## src/rtl/superhub_switch.sv

```systemverilog
// superhub_switch: 4x4 super-hub crossbar stage above the cluster mini-networks.
// Each cluster input is buffered in its own FIFO, routed by the destination
// cluster field [19:18], and each output arbitrates round-robin under credit
// flow control towards the cluster hub's down-from-SH buffer.
//
// Ports:
//   clk          single clock, rising edge
//   rst          asynchronous active-low reset
//   up_data      4 x 20-bit input flits, cluster k at [20k+19:20k]
//   up_valid     per-input flit-present strobe
//   up_co        per-input one-cycle credit return (one FIFO slot freed)
//   dn_data      4 x 20-bit output flits, same packing as up_data
//   dn_valid     per-output single-cycle flit strobe
//   dn_ci        per-output credit return pulse from the cluster hub
//   err_overflow sticky: flit arrived on a full input FIFO
//   err_credit   sticky: credit returned with the counter already full
module superhub_switch #(
  parameter int unsigned FIFO_DEPTH = 4,
  parameter int unsigned DN_CREDITS = 4
) (
  input  logic        clk,
  input  logic        rst,
  input  logic [79:0] up_data,
  input  logic [3:0]  up_valid,
  output logic [3:0]  up_co,
  output logic [79:0] dn_data,
  output logic [3:0]  dn_valid,
  input  logic [3:0]  dn_ci,
  output logic [3:0]  err_overflow,
  output logic [3:0]  err_credit
);

  localparam int unsigned NP = 4;
  localparam int unsigned FW = 20;
  localparam int unsigned PW = (FIFO_DEPTH > 1) ? $clog2(FIFO_DEPTH) : 1;
  localparam int unsigned CW = $clog2(FIFO_DEPTH + 1);
  localparam int unsigned KW = $clog2(DN_CREDITS + 1);

  logic [FW-1:0] mem [NP][FIFO_DEPTH];
  logic [PW-1:0] wr_ptr [NP];
  logic [PW-1:0] rd_ptr [NP];
  logic [CW-1:0] cnt [NP];
  logic [KW-1:0] credit [NP];
  logic [1:0]    rr [NP];

  logic [FW-1:0] head [NP];
  logic [1:0]    head_dst [NP];
  logic [NP-1:0] nonempty;
  logic [NP-1:0] wr_en;
  logic [NP-1:0] drop;
  logic [NP-1:0] pop;
  logic [NP-1:0] pop_q;
  logic [NP-1:0] gnt_valid;
  logic [1:0]    gnt_src [NP];

  // FIFO head view and write acceptance; a full FIFO still accepts when it pops.
  always_comb begin
    for (int i = 0; i < NP; i++) begin
      head[i]     = mem[i][rd_ptr[i]];
      head_dst[i] = head[i][19:18];
      nonempty[i] = (cnt[i] != '0);
      wr_en[i]    = up_valid[i] && ((cnt[i] != CW'(FIFO_DEPTH)) || pop[i]);
      drop[i]     = up_valid[i] && !wr_en[i];
    end
  end

  // Per-output round-robin arbiter starting at rr[j], gated by credit.
  always_comb begin
    logic [1:0] idx;
    idx       = '0;
    gnt_valid = '0;
    pop       = '0;
    for (int j = 0; j < NP; j++) begin
      gnt_src[j] = '0;
    end
    for (int j = 0; j < NP; j++) begin
      if (credit[j] != '0) begin
        for (int off = 0; off < NP; off++) begin
          idx = 2'(rr[j] + 2'(off));
          if (!gnt_valid[j] && nonempty[idx] && (head_dst[idx] == 2'(j))) begin
            gnt_valid[j] = 1'b1;
            gnt_src[j]   = idx;
          end
        end
      end
    end
    for (int j = 0; j < NP; j++) begin
      if (gnt_valid[j]) begin
        pop[gnt_src[j]] = 1'b1;
      end
    end
  end

  // FIFO storage; contents need no reset since the pointers define validity.
  always_ff @(posedge clk) begin
    for (int i = 0; i < NP; i++) begin
      if (wr_en[i]) begin
        mem[i][wr_ptr[i]] <= up_data[i*FW +: FW];
      end
    end
  end

  // FIFO pointers and occupancy.
  always_ff @(posedge clk or negedge rst) begin
    if (!rst) begin
      for (int i = 0; i < NP; i++) begin
        wr_ptr[i] <= '0;
        rd_ptr[i] <= '0;
        cnt[i]    <= '0;
      end
    end else begin
      for (int i = 0; i < NP; i++) begin
        if (wr_en[i]) begin
          wr_ptr[i] <= (wr_ptr[i] == PW'(FIFO_DEPTH - 1)) ? '0 : wr_ptr[i] + 1'b1;
        end
        if (pop[i]) begin
          rd_ptr[i] <= (rd_ptr[i] == PW'(FIFO_DEPTH - 1)) ? '0 : rd_ptr[i] + 1'b1;
        end
        case ({wr_en[i], pop[i]})
          2'b10:   cnt[i] <= cnt[i] + 1'b1;
          2'b01:   cnt[i] <= cnt[i] - 1'b1;
          default: cnt[i] <= cnt[i];
        endcase
      end
    end
  end

  // Output registers, arbitration pointers and credit counters.
  always_ff @(posedge clk or negedge rst) begin
    if (!rst) begin
      dn_data    <= '0;
      dn_valid   <= '0;
      err_credit <= '0;
      for (int j = 0; j < NP; j++) begin
        rr[j]     <= '0;
        credit[j] <= KW'(DN_CREDITS);
      end
    end else begin
      dn_valid <= gnt_valid;
      for (int j = 0; j < NP; j++) begin
        if (gnt_valid[j]) begin
          dn_data[j*FW +: FW] <= head[gnt_src[j]];
          rr[j]               <= 2'(gnt_src[j] + 2'd1);
        end
        // Grant and returned credit in the same cycle cancel out.
        case ({gnt_valid[j], dn_ci[j]})
          2'b10:   credit[j] <= credit[j] - 1'b1;
          2'b01:   if (credit[j] != KW'(DN_CREDITS)) credit[j] <= credit[j] + 1'b1;
          default: credit[j] <= credit[j];
        endcase
        if (dn_ci[j] && (credit[j] == KW'(DN_CREDITS))) begin
          err_credit[j] <= 1'b1;
        end
      end
    end
  end

  // Upstream credit return lags the pop by one cycle; overflow flag is sticky.
  always_ff @(posedge clk or negedge rst) begin
    if (!rst) begin
      pop_q        <= '0;
      up_co        <= '0;
      err_overflow <= '0;
    end else begin
      pop_q        <= pop;
      up_co        <= pop_q;
      err_overflow <= err_overflow | drop;
    end
  end

endmodule

```

## config.mk

```make
export PLATFORM = sky130hd
export DESIGN_NAME = superhub_switch
export DESIGN_NICKNAME = d
export VERILOG_FILES = /design/src/rtl/superhub_switch.sv
export SDC_FILE = /design/constraint.sdc
export NUM_CORES = 1
export LEC_CHECK = 0
export BUFFER_PORTS_ARGS = -buffer_cell sky130_fd_sc_hd__buf_2
export CORE_ASPECT_RATIO = 2
export CORE_MARGIN = 8
export CORE_UTILIZATION = 64
export DETAILED_ROUTE_END_ITERATION = 10
export PLACE_DENSITY_LB_ADDON = 0.1
export SLEW_MARGIN = 20
export SYNTH_ARGS = -nofsm -noshare
export SYNTH_HDL_FRONTEND = slang
export SYNTH_SLANG_ARGS = --single-unit
```

## constraint.sdc

```tcl
create_clock -name clk -period 9.2 [get_ports clk]
set_clock_uncertainty 0.1 [all_clocks]
set_input_delay 1.84 -clock clk [delete_from_list [all_inputs] [get_ports clk]]
set_output_delay 1.84 -clock clk [all_outputs]
set_load 0.02 [all_outputs]
```

==> run metrics <==
crit path kind=reg -> reg; die width=144 um; DR WL/cell=27.3 um; CTS resizes=0; CTS tree=done; largest net degree at the start of global routing=88; cells along the critical path=buf_4 > mux4_2 > or3b_1 > and2_1 > o21a_1 > o21ai_1 > and2_1 > inv_6 > ha_1 > a22o_1 > a221o_2 > o21a_1 > inv_1 > ha_1 > inv_1 > fa_1 > xor2_1 > nor2_1 > xor2_1; Hold Path Class=reg -> reg; global route overflow=0; vias in the first global route=13500; Initial Util=0.649; antenna cells=0; die area=just under 40000 um^2; Tot GR Track Use=0.284; Setup-failing EPs final=0; flops & latches, synth=468; Setup TNS=0 ns; DRC errors left=0; fill cell count=2067; postcts setup bufs=0; RSZ-0062 raised after global routing=false; DP Wirelength=38600 um; layout cells sized above 1=0.250; number of antenna violations at the first check in global routing=2; routability congestion estimate=0.917; Pre-Repair DR Iteration Count=5; antenna viol nets, final=0; fraction of the yosys area taken by sequential cells=0.637; Synth Flop Type=edfxtp_1; number of synthesized flops with an enable pin=between 300 and 400; first-pass GRT wire length=~81000 um; Synth-to-Final Area Change=12.9%; Worst Tran Pin Value=1.12 ns; Period minus WS final=roughly 6 ns; Post-synth ARST share=0.316; placed cell count=1923; CORE AREA=between 30000 and 40000 um^2; Non-Filler Instances=1998; most numerous cell in the Yosys netlist=edfxtp_1; Synth top cells by count=320 x edfxtp_1, 144 x dfrtp_1, 135 x mux2i_1; number of library cell types mapped by synthesis=75; Slowest-stage cell, CP=and2_1; relative slew slack=0.251; crit path DAT=6.37 ns; FF/Latch Area=13300 um^2; overall die height=272 um; top post-synthesis cells by area=edfxtp_1 46%, dfrtp_1 17%, mux4_2 8.9%; total routed wirelength=54500 um; status=finished clean; multi-input logic area=7070 um^2; Startpoint Class=flop; IO Port Bufs=between 150 and 200; ratio of final minimum period to clock period=0.652; H-tree depth=2; Clock Sinks=468; Worst Setup End Kind=flop; Hold Fails Final Rpt=0; area of the mapped netlist=approximately 21000 um^2; syn_nets=approximately 1500; # IOs=186; worst-skew pair later-pin latency=0.56 ns; Syn. warnings=0; Max Clk Rate=~170 MHz; clock root buffer=clkbuf_16; clock buffer depth=3; Syn Area/Cell=between 15 and 20 um^2; CP max FO=38; CTS Buf Count=41; DR vias/cell=about 6.5; Syn Inst Count=1363; Data required, critical path=9.57 ns; CTS clk-pin slew, worst paths=0.06 ns; Rows=93; Synth area leader=edfxtp_1; post-layout net count=~1700; CP max stage delay=0.76 ns; Max Slew Vio Count=0; initial DRC count=926; vias=roughly 13000; Yosys top cell area share=0.460; Hold-fix buffers, CTS=0; Max-Cap Viols=0
==> worst max-delay path: cells and delay by family, from the launching register on <==
| kind | cells | cell delay (ns) |
|---|---|---|
| AND/OR/NAND/NOR | 4 | 1.56 |
| adder cells (fa/ha/maj) | 3 | 0.84 |
| flip-flops | 1 | 0.72 |
| AO/OA/AOI/OAI | 5 | 1.20 |
| multiplexers | 1 | 0.36 |
| XOR/XNOR | 2 | 0.31 |
| buffers and inverters | 4 | 0.81 |
==> area by class of cell <==
class | instances | share of cell area
Sequential cell | 468 | 0.564
Tap cell | 427 | 0.0226
Inverter | 46 | 0.00763
Multi-Input combinational cell | 778 | 0.299
Clock buffer | 54 | 0.0482
Timing Repair Buffer | 204 | 0.0455
Clock inverter | 21 | 0.0125
==> sequential cells by signal, summed over array words and instances (netlist names) <==
signal / cells
err_overflow: 4
dn_data: 80
rd_ptr: 8
err_credit: 4
mem: 320
credit: 12
dn_valid: 4
wr_ptr: 8
rr: 8
cnt: 12
pop_q: 4
up_co: 4
==> routing by layer <==
layer	up-vias	track usage	wire, um
li1	5642	-	-
met1	6533	0.314	18400
met2	616	0.489	28500
met3	202	0.0477	3560
met4	2	0.194	3980
met5	-	0	9
==> worst paths after layout <==
| kind | from | to | slack [ns] | depth (start not counted) |
|---|---|---|---|---|
| max reg2reg | rd_ptr[3]$_DFFE_PN0N_ | cnt[11]$_DFFE_PN0P_ | 3.20 | 19 |
| max in group asynchronous | rst | dn_data[66]$_DFFE_PN0P_ | 6.24 | 2 |
| min reg2reg | pop_q[3]$_DFF_PN0_ | up_co[3]$_DFF_PN0_ | 0.26 | 0 |
| min in group asynchronous | rst | dn_data[79]$_DFFE_PN0P_ | 1.22 | 1 |
| min | pop_q[3]$_DFF_PN0_ | up_co[3]$_DFF_PN0_ | 0.26 | 0 |
| max | rd_ptr[3]$_DFFE_PN0N_ | cnt[11]$_DFFE_PN0P_ | 3.20 | 19 |
==> stage by stage <==
| stage | cell area, um^2 | hold slack, ns | utilization | worst slack [ns] |
|---|---|---|---|---|
| after floorplan | 20900 | 0.231 | - | 4.66 |
| after global placement | 22200 | 0.265 | 0.688 | 3.47 |
| after detailed placement | 22200 | 0.242 | 0.688 | 3.33 |
| after CTS | 23600 | 0.268 | 0.732 | 3.32 |
| after global routing | 23600 | 0.272 | 0.732 | 2.94 |
| final | 23600 | 0.263 | 0.732 | 3.20 |
==> cell usage in the layout (no fill, tap or decap), drive strengths merged, types with 6 or more instances in the layout <==
cell type  netlist  final
buf             32    204
a21oi           32     32
clkbuf          39     54
bufinv           0      7
mux2i          135    135
and2            24     24
nor2            50     50
a21o            27     27
fa               8      8
nor3            16     16
dfrtp          144    144
o21ai           24     24
a31o             6      6
a221oi          17     17
mux4            83     83
a31oi            6      6
nand2b          11     11
o22ai           10     10
inv             45     47
o211ai           6      6
edfxtp         320    320
o21a             7      7
clkinv           1     10
xor2             9      9
ha              40     40
mux2            13     13
nand3           14     14
o221ai          56     56
nand2          122    122
==> cell families (layout without fill, tap and decap cells) <==
| family | after synthesis | count (layout) | share of synthesized area |
|---|---|---|---|
| flops | 468 | 468 | 0.637 |
| xor+xnor | 14 | 14 | 0.00586 |
| fa+ha+maj | 48 | 48 | 0.0316 |
| compound gates | 222 | 222 | 0.0798 |
| mux | 231 | 231 | 0.161 |
| buf+inv | 117 | 325 | 0.0263 |
| simple gates | 263 | 263 | 0.0582 |
Power is left out: the tool's default activity adds up to more than one toggle a clock period on the data nets, which glitch-free logic cannot reach.
